[config.mk]
export PLATFORM = sky130hd
export DESIGN_NAME = alu_seq
export DESIGN_NICKNAME = d
export VERILOG_FILES = /design/src/rtl/alu_seq.sv
export SDC_FILE = /design/constraint.sdc
export NUM_CORES = 1
export LEC_CHECK = 0
export ABC_AREA = 1
export ABC_CLOCK_PERIOD_IN_PS = 3600
export CORE_ASPECT_RATIO = 0.9
export CORE_MARGIN = 2
export CORE_UTILIZATION = 54
export CTS_CLUSTER_DIAMETER = 60
export CTS_CLUSTER_SIZE = 16
export DETAILED_ROUTE_END_ITERATION = 7
export PLACE_DENSITY = 0.77
export SLEW_MARGIN = 5
export SYNTH_ARGS = -nofsm -noshare
export SYNTH_HDL_FRONTEND = slang
export SYNTH_SLANG_ARGS = --single-unit
[constraint.sdc]
create_clock -name clk -period 3.6 [get_ports clk]
set_clock_uncertainty 0.1 [all_clocks]
set_input_delay 1.08 -clock clk [delete_from_list [all_inputs] [get_ports clk]]
set_output_delay 1.08 -clock clk [all_outputs]
set_load 0.05 [all_outputs]
[src/rtl/alu_seq.sv]
`default_nettype none
// ============================================================================
//  Module   : alu_seq
//  Purpose  : Handshaked sequential ALU. Single-cycle ops (add/sub/logic/
//             shift/rotate/compare) complete in one cycle; multiply is an
//             iterative shift-add taking WIDTH cycles. Results and flags are
//             registered and held until the consumer accepts them.
//  Ports    : clk, rst_n (async, active-low)
//             in_valid/in_ready  - request handshake (ready only in IDLE)
//             a, b [WIDTH]       - unsigned operands
//             alu_sel [4]        - operation select
//             out_valid/out_ready- result handshake (valid only in DONE)
//             alu_out [WIDTH]    - registered result
//             carry_out, zero, overflow, illegal - registered flags
//  Revision : 1.0 - initial release
// ============================================================================
module alu_seq #(
    parameter int WIDTH = 8
) (
    input  logic             clk,
    input  logic             rst_n,
    input  logic             in_valid,
    output logic             in_ready,
    input  logic [WIDTH-1:0] a,
    input  logic [WIDTH-1:0] b,
    input  logic [3:0]       alu_sel,
    output logic             out_valid,
    input  logic             out_ready,
    output logic [WIDTH-1:0] alu_out,
    output logic             carry_out,
    output logic             zero,
    output logic             overflow,
    output logic             illegal
);

    localparam int         CNT_W       = $clog2(WIDTH);
    localparam logic [1:0] c_ST_IDLE   = 2'd0;
    localparam logic [1:0] c_ST_MUL    = 2'd1;
    localparam logic [1:0] c_ST_DONE   = 2'd2;
    localparam logic [3:0] c_OP_MUL    = 4'b1000;

    logic [1:0]         r_state;
    logic [1:0]         w_state_nxt;
    logic               r_init;      // low until the first edge after reset release
    logic [2*WIDTH-1:0] r_acc;       // {partial product high, multiplier/low product}
    logic [WIDTH-1:0]   r_mcand;
    logic [CNT_W-1:0]   r_cnt;

    logic               w_accept;
    logic               w_is_mul;
    logic               w_mul_last;
    logic [WIDTH:0]     w_add;
    logic [WIDTH:0]     w_sub;
    logic [WIDTH-1:0]   w_res;
    logic               w_cy;
    logic               w_ov;
    logic               w_ill;
    logic [WIDTH:0]     w_mul_sum;
    logic [2*WIDTH-1:0] w_acc_nxt;

    assign w_is_mul   = (alu_sel == c_OP_MUL);
    assign w_accept   = in_valid && in_ready;
    assign w_mul_last = (r_state == c_ST_MUL) && (r_cnt == CNT_W'(WIDTH - 1));

    // ---------------------------------------------------------------- FSM
    always_ff @(posedge clk or negedge rst_n) begin
        if (!rst_n) begin
            r_state <= c_ST_IDLE;
            r_init  <= 1'b0;
        end else begin
            r_state <= w_state_nxt;
            r_init  <= 1'b1;
        end
    end

    always_comb begin
        w_state_nxt = r_state;
        case (r_state)
            c_ST_IDLE: if (w_accept)   w_state_nxt = w_is_mul ? c_ST_MUL : c_ST_DONE;
            c_ST_MUL:  if (w_mul_last) w_state_nxt = c_ST_DONE;
            c_ST_DONE: if (out_ready)  w_state_nxt = c_ST_IDLE;
            default:                   w_state_nxt = c_ST_IDLE;
        endcase
    end

    always_comb begin
        in_ready  = (r_state == c_ST_IDLE) && r_init;
        out_valid = (r_state == c_ST_DONE);
    end

    // ------------------------------------------------- single-cycle datapath
    assign w_add = {1'b0, a} + {1'b0, b};
    assign w_sub = {1'b0, a} - {1'b0, b};   // MSB is the borrow

    always_comb begin
        w_res = '0;
        w_cy  = 1'b0;
        w_ov  = 1'b0;
        w_ill = 1'b0;
        case (alu_sel)
            4'b0000: begin
                {w_cy, w_res} = w_add;
                w_ov = (a[WIDTH-1] == b[WIDTH-1]) && (w_add[WIDTH-1] != a[WIDTH-1]);
            end
            4'b0001: begin
                {w_cy, w_res} = w_sub;
                w_ov = (a[WIDTH-1] != b[WIDTH-1]) && (w_sub[WIDTH-1] != a[WIDTH-1]);
            end
            4'b0010: w_res = a & b;
            4'b0011: w_res = a | b;
            4'b0100: w_res = a ^ b;
            4'b0101: w_res = ~a;
            4'b0110: begin
                w_res = {a[WIDTH-2:0], 1'b0};
                w_cy  = a[WIDTH-1];
            end
            4'b0111: begin
                w_res = {1'b0, a[WIDTH-1:1]};
                w_cy  = a[0];
            end
            4'b1000: w_res = '0;    // produced by the iterative path
            4'b1001: w_res = {{(WIDTH-1){1'b0}}, (a < b)};
            4'b1010: w_res = {a[WIDTH-2:0], a[WIDTH-1]};
            4'b1011: w_res = {a[0], a[WIDTH-1:1]};
            default: w_ill = 1'b1;
        endcase
    end

    // ---------------------------------------------------- shift-add multiply
    // Each step adds the multiplicand into the upper half when the current
    // multiplier LSB is set, then shifts the whole accumulator right by one;
    // after WIDTH steps the accumulator holds the full 2*WIDTH product.
    assign w_mul_sum = {1'b0, r_acc[2*WIDTH-1:WIDTH]}
                     + (r_acc[0] ? {1'b0, r_mcand} : {(WIDTH+1){1'b0}});
    assign w_acc_nxt = {w_mul_sum, r_acc[WIDTH-1:1]};

    always_ff @(posedge clk or negedge rst_n) begin
        if (!rst_n) begin
            r_acc   <= '0;
            r_mcand <= '0;
            r_cnt   <= '0;
        end else if (w_accept && w_is_mul) begin
            r_acc   <= {{WIDTH{1'b0}}, b};
            r_mcand <= a;
            r_cnt   <= '0;
        end else if (r_state == c_ST_MUL) begin
            r_acc   <= w_acc_nxt;
            r_cnt   <= r_cnt + 1'b1;
        end
    end

    // ------------------------------------------------------ result registers
    always_ff @(posedge clk or negedge rst_n) begin
        if (!rst_n) begin
            alu_out   <= '0;
            carry_out <= 1'b0;
            zero      <= 1'b0;
            overflow  <= 1'b0;
            illegal   <= 1'b0;
        end else if (w_accept && !w_is_mul) begin
            alu_out   <= w_res;
            carry_out <= w_cy;
            zero      <= (w_res == '0);
            overflow  <= w_ov;
            illegal   <= w_ill;
        end else if (w_mul_last) begin
            alu_out   <= w_acc_nxt[WIDTH-1:0];
            carry_out <= |w_acc_nxt[2*WIDTH-1:WIDTH];
            zero      <= (w_acc_nxt[WIDTH-1:0] == '0);
            overflow  <= 1'b0;
            illegal   <= 1'b0;
        end
    end

endmodule
`default_nettype wire

== After elaboration in Yosys (flattened, before gate mapping) ==
Index checks and enable logic that the tools add are counted.
Widths: inputs -> output; s select.

* Register bits: 42
* Bits of input ports: 24

* Equal/unequal tests: 21
* Add/subtract/negate cells: 4
* Order comparisons: 1
* Bitwise operators: 4
* Mux-type cells: 23
* Reductions and logical operators: 17

{| class="wikitable"
|+ Operator list
! cell !! count
|-
| $pmux 8 s11 || 1
|-
| $mux 16 || 2
|-
| $mux 8 || 3
|-
| $add 8x8->9 || 2
|-
| $eq 4x3->1 const B || 4
|-
| $eq 4x4->1 const B || 4
|-
| $logic_not 8->1 || 2
|-
| $reduce_or 12->1 || 1
|-
| $sub 8x8->9 || 1
|-
| $and 8x8->8 || 1
|-
| $eq 4x2->1 const B || 2
|-
| $lt 8x8->1 || 1
|-
| $mux 1 || 8
|-
| $mux 2 || 4
|-
| $not 8->8 || 1
|-
| $or 8x8->8 || 1
|-
| $reduce_or 8->1 || 1
|-
| $xor 8x8->8 || 1
|-
| $logic_and 1x1->1 || 7
|-
| $mux 3 || 2
|-
| $pmux 2 s3 || 1
|-
| $eq 4x1->1 const B || 1
|-
| $logic_not 4->1 || 1
|-
| $ne 2x2->1 const B || 2
|-
| 13 further kinds || 16
|}

== Depth between registers and ports, before layout ==
* Depth in word-level cells: 5
* Depth in mapped cells: 15

== Worst setup path after synthesis ==
No wires, ideal clock.

* Path kind: input port to flip-flop
* Start: input a[0]
* End: register zero
* Stages: 15
* Data required time: 3.423 ns
* Arrival time: 2.606 ns
* Library setup time: 0.077 ns
* Setup slack: 0.816 ns
* Cells stage by stage: inv_1 > ha_1 > inv_1 > fa_1 > inv_1 > nand2_1 > nand2_1 > nor2_1 > nor2_1 > nand2_1 > nor2_1 > nand3_1 > nor2_1 > nand4_1 > a21oi_1

* Cells in the longest elaborated chain, start to end: 4
* Elaborated cells between the ends (all ways): 10

{| class="wikitable"
|+ RTL lines
! what !! RTL line !! source
|-
| from (decl) || 24 || <nowiki>input logic [WIDTH-1:0] a,</nowiki>
|-
| $sub 8x8->9, or another cell as far along || 93 || <nowiki>assign w_sub = {1'b0, a} - {1'b0, b};</nowiki>
|-
| $pmux 8 s11 * || 100 || <nowiki>case (alu_sel)</nowiki>
|-
| $logic_not 8->1 * || 163 || <nowiki>zero <= (w_res == '0);</nowiki>
|-
| $mux 1 * || 160 || <nowiki>end else if (w_accept && !w_is_mul) begin</nowiki>
|-
| to (signal assigned) || 163 ||
|-
| to (signal assigned) || 169 || <nowiki>zero <= (w_acc_nxt[WIDTH-1:0] == '0);</nowiki>
|-
| to (decl) || 31 || <nowiki>output logic zero,</nowiki>
|}

Every way passes the cells marked *; elsewhere a longest branch is shown, timed or not.
A chain may end at the register's enable or synchronous reset.

== Worst setup path in the final report ==
* Start: input b[0]
* End: register carry_out

* Cells in the longest elaborated chain, start to end: 3
* Elaborated cells between the ends (all ways): 4

{| class="wikitable"
|+ RTL lines
! what !! RTL line !! source
|-
| from (decl) || 25 || <nowiki>input logic [WIDTH-1:0] b,</nowiki>
|-
| $sub 8x8->9 or $add 8x8->9 (tied branches) || 93, 92 ||
|-
| $pmux 1 s4 * || 100 ||
|-
| $mux 1 * || 160 ||
|-
| to (signal assigned) || 162 || <nowiki>carry_out <= w_cy;</nowiki>
|-
| to (signal assigned) || 168 || <nowiki>carry_out <= |w_acc_nxt[2*WIDTH-1:WIDTH];</nowiki>
|-
| to (decl) || 30 || <nowiki>output logic carry_out,</nowiki>
|}

Marks and branches as above.

==> results.py <==
metrics = {
    "hold_path": {
        "hp-class": "register to register",
    },
    "timing": {
        "post-route-period-util_pct": 91.2,
        "tightest_slew_ns": 0.922,
        "min_period_ns": 3.28,
        "timing.slew.headroom_pct": 38.5,
        "grt_setup_unrepaired": "false",
        "hold_violations": 0,
        "fmaxAchievable_mhz": 305,
        "setup_viol_count_final": 0,
        "timing.hold.ws_ns": 0.389,
        "drv_slew": 0,
        "fin_tns_setup_ns": 0,
    },
    "critical_path": {
        "crit_path_start": "b[0]",
        "critPathMaxFanout": 4,
        "r2r-start": "r_acc[0]",
        "rrSetupSlack_ns": 1.00,
        "slowest_stage": "clkdlybuf4s50_1",
        "path_buf_inv": 1,
        "r2r_cells": 12,
        "required_ns": 3.68,
        "crit_end": "carry_out",
        "crit_cells": 10,
        "cp_slowest_stage_delay_ns": 0.49,
        "endpoint_kind": "register",
        "criticalPathCategory": "input port to register",
        "startpoint_type": "input port",
        "worstPathArrival_ns": 3.36,
        "reg2reg_to": "carry_out",
        "path_cells": "clkdlybuf4s50_1 -> ha_1 -> fa_1 -> nand3_1 -> nand3_1 -> nor3b_1 -> o21ai_0 -> nand3b_1 -> a21oi_1 -> a21oi_1",
        "critPathTopFamily": "adder cells",
    },
    "synth": {
        "synth_top_cell_by_area": "dfrtp_1",
        "synth_edf_count": 0,
        "synth.distinct_cells": 43,
        "muxShareOfSynthArea_pct": 0,
        "synthTopCellsByArea": "dfrtp_1, nand2_1, ha_1, inv_1, nand3_1",
        "synthSimpleGateAreaFrac_pct": 34.1,
        "ys_ff_latch": 42,
        "ys.flop_type": "dfrtp_1",
        "seq_area_frac_synth_pct": 27.3,
        "synth_top_family_by_area": "simple AND/OR/NAND/NOR gates",
        "yosys_warnings": 0,
        "netlist_top_cells_count": "nand2_1, inv_1, nand3_1, dfrtp_1, nor2_1",
        "async_reset_ff_share_pct": 100,
        "synth_compound_area_share_pct": 13.2,
        "synth_area_um2": 3850,
        "yosys.area_share.xor_xnor_pct": 1.59,
        "yosys.area_share.adder_pct": 12.6,
        "synth_top_area_share_pct": 27.3,
        "syn_area_per_cell_um2": 6.84,
        "syn_inst": 563,
        "yosysMostFrequentCell": "nand2_1",
        "syn_nets": 624,
    },
    "floorplan": {
        "coreArea_um2": 6970,
        "initial_utilization_pct": 55.3,
        "die_area_um2": 7830,
        "io_pins": 38,
        "die_h_um": 84.1,
        "num_rows": 29,
        "die_x_um": 93.0,
    },
    "placed_design": {
        "gp_congestion": 1.11,
        "placed_area_um2": 4470,
        "dp_hpwl_mm": 9.86,
        "port_buffers": 37,
    },
    "global_routing": {
        "grt-ovfl-total": 0,
        "grt_max_degree": 43,
        "grtUsageTotal_pct": 32.6,
        "grt_pass1_vias": 3767,
        "grt_pass1_wl_mm": 19.7,
        "antenna_found_initial": 0,
    },
    "clock_network": {
        "cts_setup_buffers": 0,
        "cts-root-buf": "clkbuf_8",
        "cts_resized": 0,
        "postCtsHoldBufs": 0,
        "htree_levels": 2,
        "cts.sinks": 42,
        "clkTransAtPathRegs_ns": 0.08,
        "cts_tree": "done",
        "clk_latency_ns": 0.31,
        "clock_path_buffers": 2,
        "cts_buffers": 5,
    },
    "finish": {
        "post-route-cell-area_um2": 4540,
        "postLayoutCoreUtil_pct": 65.2,
        "diodes": 0,
        "area_delta_synth_final_pct": 18.0,
        "layout.nets": 684,
        "drive_gt1_share_pct": 11.6,
        "n_fill_cell": 669,
    },
    "pwr": {
        "power.density_nw_per_um2": 457,
        "fin_total_pwr_mw": 2.07,
        "p_leak_nw": 2.42,
        "peakVddDrop_mv": 0.437,
    },
    "detailed_routing": {
        "drt_iter0_markers": 345,
        "via_per_inst": 5.69,
        "finalWirelength_mm": 12.4,
        "firstDrtPassIters": 5,
        "drc": 0,
        "vias": 4072,
        "postRouteAntennaNets": 0,
        "wl_per_cell_um": 17.3,
    },
    "job": {
        "maxCapViolations": 0,
    },
    "status": {
        "status": "completed",
    },
}
-- cells by family after synthesis --
family / count (synthesis)
simple gates: 296
flops: 42
buf+inv: 105
compound gates: 75
xor+xnor: 7
other cells: 1
fa+ha+maj: 37
-- worst min path at each step --
| stage | from | endpoint | slack (ns) | cells past startpoint |
|---|---|---|---|---|
| global route | r_mcand[0] | r_mcand[0] | 0.42 | 2 |
| detailed placement | r_mcand[0] | r_mcand[0] | 0.37 | 2 |
| CTS | r_mcand[0] | r_mcand[0] | 0.39 | 2 |
| floorplan | r_mcand[7] | r_mcand[7] | 0.35 | 2 |
| finish | r_mcand[0] | r_mcand[0] | 0.39 | 2 |
| global placement | r_mcand[3] | r_mcand[3] | 0.37 | 2 |
-- sequential cells by signal (all words and copies together), names as in the netlist, 2 cells and up --
register	flops
r_mcand	8
alu_out	8
r_acc	16
r_cnt	3
r_state	2
-- final cells by class --
| type | count | area [µm²] | area share [%] |
|---|---|---|---|
| clock buffer | 5 | 68.8 | 1.51 |
| sequential | 42 | 1050 | 23.1 |
| multi-input combinational | 416 | 2370 | 52.1 |
| inverter | 92 | 345 | 7.60 |
| tap | 93 | 116 | 2.56 |
| timing repair buffer | 66 | 583 | 12.8 |
| clock inverter | 2 | 10.0 | 0.220 |
-- per-layer routing --
metal  vias to the layer above  GRT usage, %  routed length [µm]
li1                       1943             -                   -
met1                      1903          49.1                5480
met2                       205          48.7                5490
met3                        21          6.46                1190
met4                         0          7.62                 218
met5                         -             0                   0
-- worst register-to-register path, stage by stage, from the launching register on --
cell and delay [ns]:
dfrtp_1 0.49, nand2_1 0.10, inv_1 0.04, ha_1 0.21, fa_1 0.44, nand3_1 0.10, nand3_1 0.11, xor2_1 0.21
nand2_1 0.08, nor2_1 0.14, nand4_1 0.13, o21ai_0 0.23, a21oi_1 0.10
-- cell usage in the layout (no fill, tap or decap), types with 8 or more instances in the layout --
master           count
nand2_1            161
inv_1               83
nand3_1             57
dfrtp_1             42
nor2_1              39
clkdlybuf4s50_1     36
ha_1                34
buf_4               29
o21ai_0             21
a21oi_1             16
nand4_1             14
inv_2                8
o21ai_2              8
-- metrics by stage --
step | setup slack (ns) | cells
after floorplan | 0.816 | 563
after global placement | 0.0774 | 709
after detailed placement | 0.0638 | 709
after CTS | 0.367 | 716
after global routing | 0.201 | 716
final | 0.317 | 716
-- where the power goes --
part	switching [mW]	leakage, nW	total [mW]	internal, mW
Combinational	0.646	1.84	1.02	0.375
Sequential	0.130	0.542	0.756	0.626
Clock	0.167	0.0438	0.298	0.130
Total	0.943	2.42	2.07	1.13
(Power assumes the default switching activity.)
==> patch 1: new RTL, same settings <==
`WIDTH`: 8 -> 4.
--- a/src/rtl/alu_seq.sv
+++ b/src/rtl/alu_seq.sv
@@ -15,7 +15,7 @@
 //  Revision : 1.0 - initial release
 // ============================================================================
 module alu_seq #(
-    parameter int WIDTH = 8
+    parameter int WIDTH = 4
 ) (
     input  logic             clk,
     input  logic             rst_n,
Interface: changed (resized a, alu_out and b); port bits go from 38 to 26. No check against the original RTL was run, so the function may have changed too.
==> patch 1 against the unedited design <==
- area after synthesis decreased by 48%
- power decreased by 46%
- final area decreased by 47%
- utilization increased by 0.41 points
- worst setup slack improved by 0.19 ns
- routed wire length decreased by 57%
- register-to-register slack improved by 0.64 ns
- sequential cell count decreased by 17
- largest cell class unchanged
- highest routed layer unchanged
==> patch 1: results (changes against the unedited design) <==
stage;metric;value;unit;change
cells_and_area;fin cells;374;;-48%
hold_path;Hold Startpoint;r_cnt[0];;
synthesis;Syn Inst Count;296;;-47%
synthesis;sequential share of the synthesized area;0.311;;+0.0377
grt;largest net degree at the start of global routing;26;;-40%
placement;Post-DP HPWL;4.29;mm;-57%
cells_and_area;Largest regs;r_acc: 8 flops, alu_out: 4 flops, r_mcand: 4 flops;;
sta;max_slew headroom;0.633;;+0.248
synthesis;ranking of synthesized cells by area;dfrtp_1, nand2_1, ha_1;;
drt;vias after detailed routing;2054;;-50%
critical_path;FF-to-FF setup slack;1.64;ns;+0.64 ns
critical_path;max incr delay on CP;0.52;ns;+0.03 ns
hold_path;Hold EP;r_cnt[0];;
critical_path;Critical Path AT;3.21;ns;-0.15 ns
placement;Port Buf Inserts;25;;-32%
power;comb pwr;0.000515;W;-50%
critical_path;Reg2Reg Depth;10;;-2
synthesis;Yosys top cell area share;0.311;;+0.0377
power;leakage power;1.28;nW;-47%
synthesis;synth cell count leaders;nand2_1, inv_1, nor2_1, nand3_1, dfrtp_1;;
power;internal power;0.000625;W;-45%
sta;Worst Hold Slack;0.384;ns;-0.00499 ns
drt;highest routed layer;met4;;
cts;H-tree Lvls;1;;-1
critical_path;worst-path fanout max;6;;+2
placement;global placement routability congestion;0.942;;-15%
cts;TritonCTS Buffers;3;;-2
power;NetSw;0.000487;W;-48%
power;Reg power frac;0.385;;+0.021
critical_path;CP delay by family, top;simple AND/OR/NAND/NOR gates;;
placement;Place WS;0.242;ns;+0.178 ns
drt;wire length on met2;2.38;mm;-57%
cells_and_area;# fillers;359;;-46%
grt;first-pass GRT wire length;8.46;mm;-57%
status;outcome;completed;;
grt;met1 usage;0.410;;-0.0807
cts;Worst-Skew Late Latency;0.28;ns;-0.03 ns
grt;number of global-route vias before repair;1847;;-51%
drt;Met3 Wirelength;374;um;-68%
synthesis;synth unique cells;28;;-35%
hold_path;Hold Path Cell Cnt;1;;-1
placement;Placed Instance Area;2350;um2;-47%
drt;DR iter-0 viols;196;;-43%
grt;GRT Total Usage;0.271;;-0.0550
synthesis;Syn Nets;332;;-47%
drt;DRT met1 WL;2.49;mm;-54%
==> patch 1: worst max path at each step <==
stage	cells past startpoint	start	slack, ns	endpoint
after global routing	13	a[0]	0.33	zero
after CTS	13	a[0]	0.54	zero
after floorplan	12	a[0]	1.0	zero
after global placement	13	a[0]	0.33	zero
after detailed placement	13	a[0]	0.24	zero
final	13	a[0]	0.50	zero
==> patch 1: final cells by class <==
cell class	instances	area, um2	area share
clock inverters	1	5.00	0.00209
clock buffers	3	41.3	0.0172
well taps	46	57.6	0.0240
flip-flops and latches	25	626	0.261
inverters	46	173	0.0720
repair buffers	30	288	0.120
multi-input cells	223	1210	0.504
==> patch 1: logic make-up (layout without fill, tap and decap cells) <==
kind of cell,after synthesis,after routing,synth area share
AND/OR/NAND/NOR,162,162,0.342
buffers and inverters,48,80,0.0901
AO/OA/AOI/OAI,37,37,0.107
flip-flops,25,25,0.311
adder cells (fa/ha/maj),20,20,0.135
XOR/XNOR,3,3,0.0130
other,1,1,0.00186
==> patch 2: new RTL, same settings <==
Made on the original files. Register the output `overflow` once more, without a reset; this adds one clock of latency there. The other outputs are not delayed to match. Comments in the files are not updated.
--- a/src/rtl/alu_seq.sv
+++ b/src/rtl/alu_seq.sv
@@ -38,6 +38,8 @@
     localparam logic [1:0] c_ST_MUL    = 2'd1;
     localparam logic [1:0] c_ST_DONE   = 2'd2;
     localparam logic [3:0] c_OP_MUL    = 4'b1000;
+
+    logic overflow_s0;
 
     logic [1:0]         r_state;
     logic [1:0]         w_state_nxt;
@@ -155,21 +157,25 @@
             alu_out   <= '0;
             carry_out <= 1'b0;
             zero      <= 1'b0;
-            overflow  <= 1'b0;
+            overflow_s0 <= 1'b0;
             illegal   <= 1'b0;
         end else if (w_accept && !w_is_mul) begin
             alu_out   <= w_res;
             carry_out <= w_cy;
             zero      <= (w_res == '0);
-            overflow  <= w_ov;
+            overflow_s0 <= w_ov;
             illegal   <= w_ill;
         end else if (w_mul_last) begin
             alu_out   <= w_acc_nxt[WIDTH-1:0];
             carry_out <= |w_acc_nxt[2*WIDTH-1:WIDTH];
             zero      <= (w_acc_nxt[WIDTH-1:0] == '0);
-            overflow  <= 1'b0;
+            overflow_s0 <= 1'b0;
             illegal   <= 1'b0;
         end
+    end
+
+    always_ff @(posedge clk) begin
+        overflow <= overflow_s0;
     end
 
 endmodule
Function: changed (a bounded check fails within 4 cycles, from zero or initial values and one cycle with rst_n low).
==> patch 2 against the unedited design <==
- final cell count rose by 0.28%
- global-route usage fell by 0.88 points
- utilization rose by 0.48 points
- critical path depth unchanged
- routed wire length decreased by 4.7%
- first-iteration DRC count grew 1.4%
- final area is 1.3% higher
- non-clock buffer count up 1
- worst setup slack got worse by 0.11 ns
- area after synthesis is 0.52% higher
- power rose by 3.9%
- maximum frequency decreased by 3.4%
- sequential cell count increased by 1
- critical endpoint unchanged
- largest cell class unchanged
==> patch 2: results (changes against the unedited design) <==
stage;metric;value;unit;change
status;outcome;completed;;
drt;vias after detailed routing;4026;;-1.1%
drt;Post-Route WL;11.8;mm;-4.7%
hold_path;Hold Startpoint;overflow_s0;;
power;leakage power;2.44;nW;+0.81%
placement;Placed Instance Area;4490;um2;+0.62%
drt;DR iter-0 viols;350;;+1.4%
synthesis;syn avg cell area;6.87;um2;+0.34%
sta;Worst Hold Slack;0.305;ns;-0.0834 ns
placement;Post-DP HPWL;9.39;mm;-4.7%
drt;DRT met1 WL;5.26;mm;-4.1%
cells_and_area;layout cells sized above 1;0.118;;+0.00283
synthesis;ys async rst share;0.977;;-0.0233
synthesis;ranking of synthesized cells by area;dfrtp_1, nand2_1, ha_1;;
drt;Met3 Wirelength;1.30;mm;+9.3%
power;VDD IR max;0.497;mV;+14%
cells_and_area;# fillers;633;;-5.4%
hold_path;Hold Path Cell Cnt;0;;-2
critical_path;FF-to-FF setup slack;1.05;ns;+0.05 ns
critical_path;max incr delay on CP;0.51;ns;+0.02 ns
critical_path;Critical Path AT;3.48;ns;+0.12 ns
synthesis;sequential share of the synthesized area;0.277;;+0.00376
cells_and_area;nets;686;;+0.29%
grt;met1 usage;0.473;;-0.0176
synthesis;Yosys top cell area share;0.271;;-0.00141
synthesis;Syn Nets;625;;+0.16%
sta;worst setup margin;0.203;ns;-0.114 ns
grt;GRT Total Usage;0.317;;-0.00877
drt;drt wl/cell;16.4;um;-4.9%
## patch 2: cell types whose count changed after synthesis
cell,delta
dfxtp_1,+1
## patch 2: repair_timing
action / CTS / global route
endpoints found under the hold margin: 0 / 0
gates resized for setup: 0 / 1
endpoints found under the setup margin: 0 / 1
setup buffers: 0 / 0
## patch 2: worst register-to-register path: cells and delay by family (launching register included)
kind,cells,cell delay [ns]
flip-flops,1,0.49
buffers and inverters,1,0.04
XOR/XNOR,1,0.20
AO/OA/AOI/OAI,2,0.32
adder cells (fa/ha/maj),2,0.66
AND/OR/NAND/NOR,6,0.62
## patch 2: where the power goes
group | leakage (nW) | internal [W] | switching, W
Sequential | 0.550 | 0.000638 | 0.000124
Clock | 0.0502 | 0.000203 | 0.000171
Combinational | 1.84 | 0.000378 | 0.000641
## patch 2: cells by family (layout without fill, tap and decap cells)
logic type,after synthesis,after routing,synth area share
buffers and inverters,105,166,0.111
adder cells (fa/ha/maj),37,37,0.125
flip-flops,43,43,0.277
XOR/XNOR,7,7,0.0158
AND/OR/NAND/NOR,296,296,0.339
other,1,1,0.000968
AO/OA/AOI/OAI,75,75,0.131
## patch 2: final cells by class
cell class | count | area [um2] | share of cell area
clock inverters | 2 | 37.5 | 0.00816
multi-input cells | 416 | 2370 | 0.515
flip-flops and latches | 43 | 1070 | 0.233
repair buffers | 67 | 591 | 0.128
well taps | 93 | 116 | 0.0253
clock buffers | 5 | 68.8 | 0.0150
inverters | 92 | 345 | 0.0750
## patch 2: how the worst max path moves through the flow
| stage | start | end | cells after the start |
|---|---|---|---|
| after global routing | b[0] | zero | 14 |
| after detailed placement | b[0] | zero | 14 |
| after global placement | b[0] | zero | 14 |
| after floorplan | a[0] | zero | 15 |
| after CTS | b[0] | zero | 14 |
| final | b[0] | carry_out | 10 |
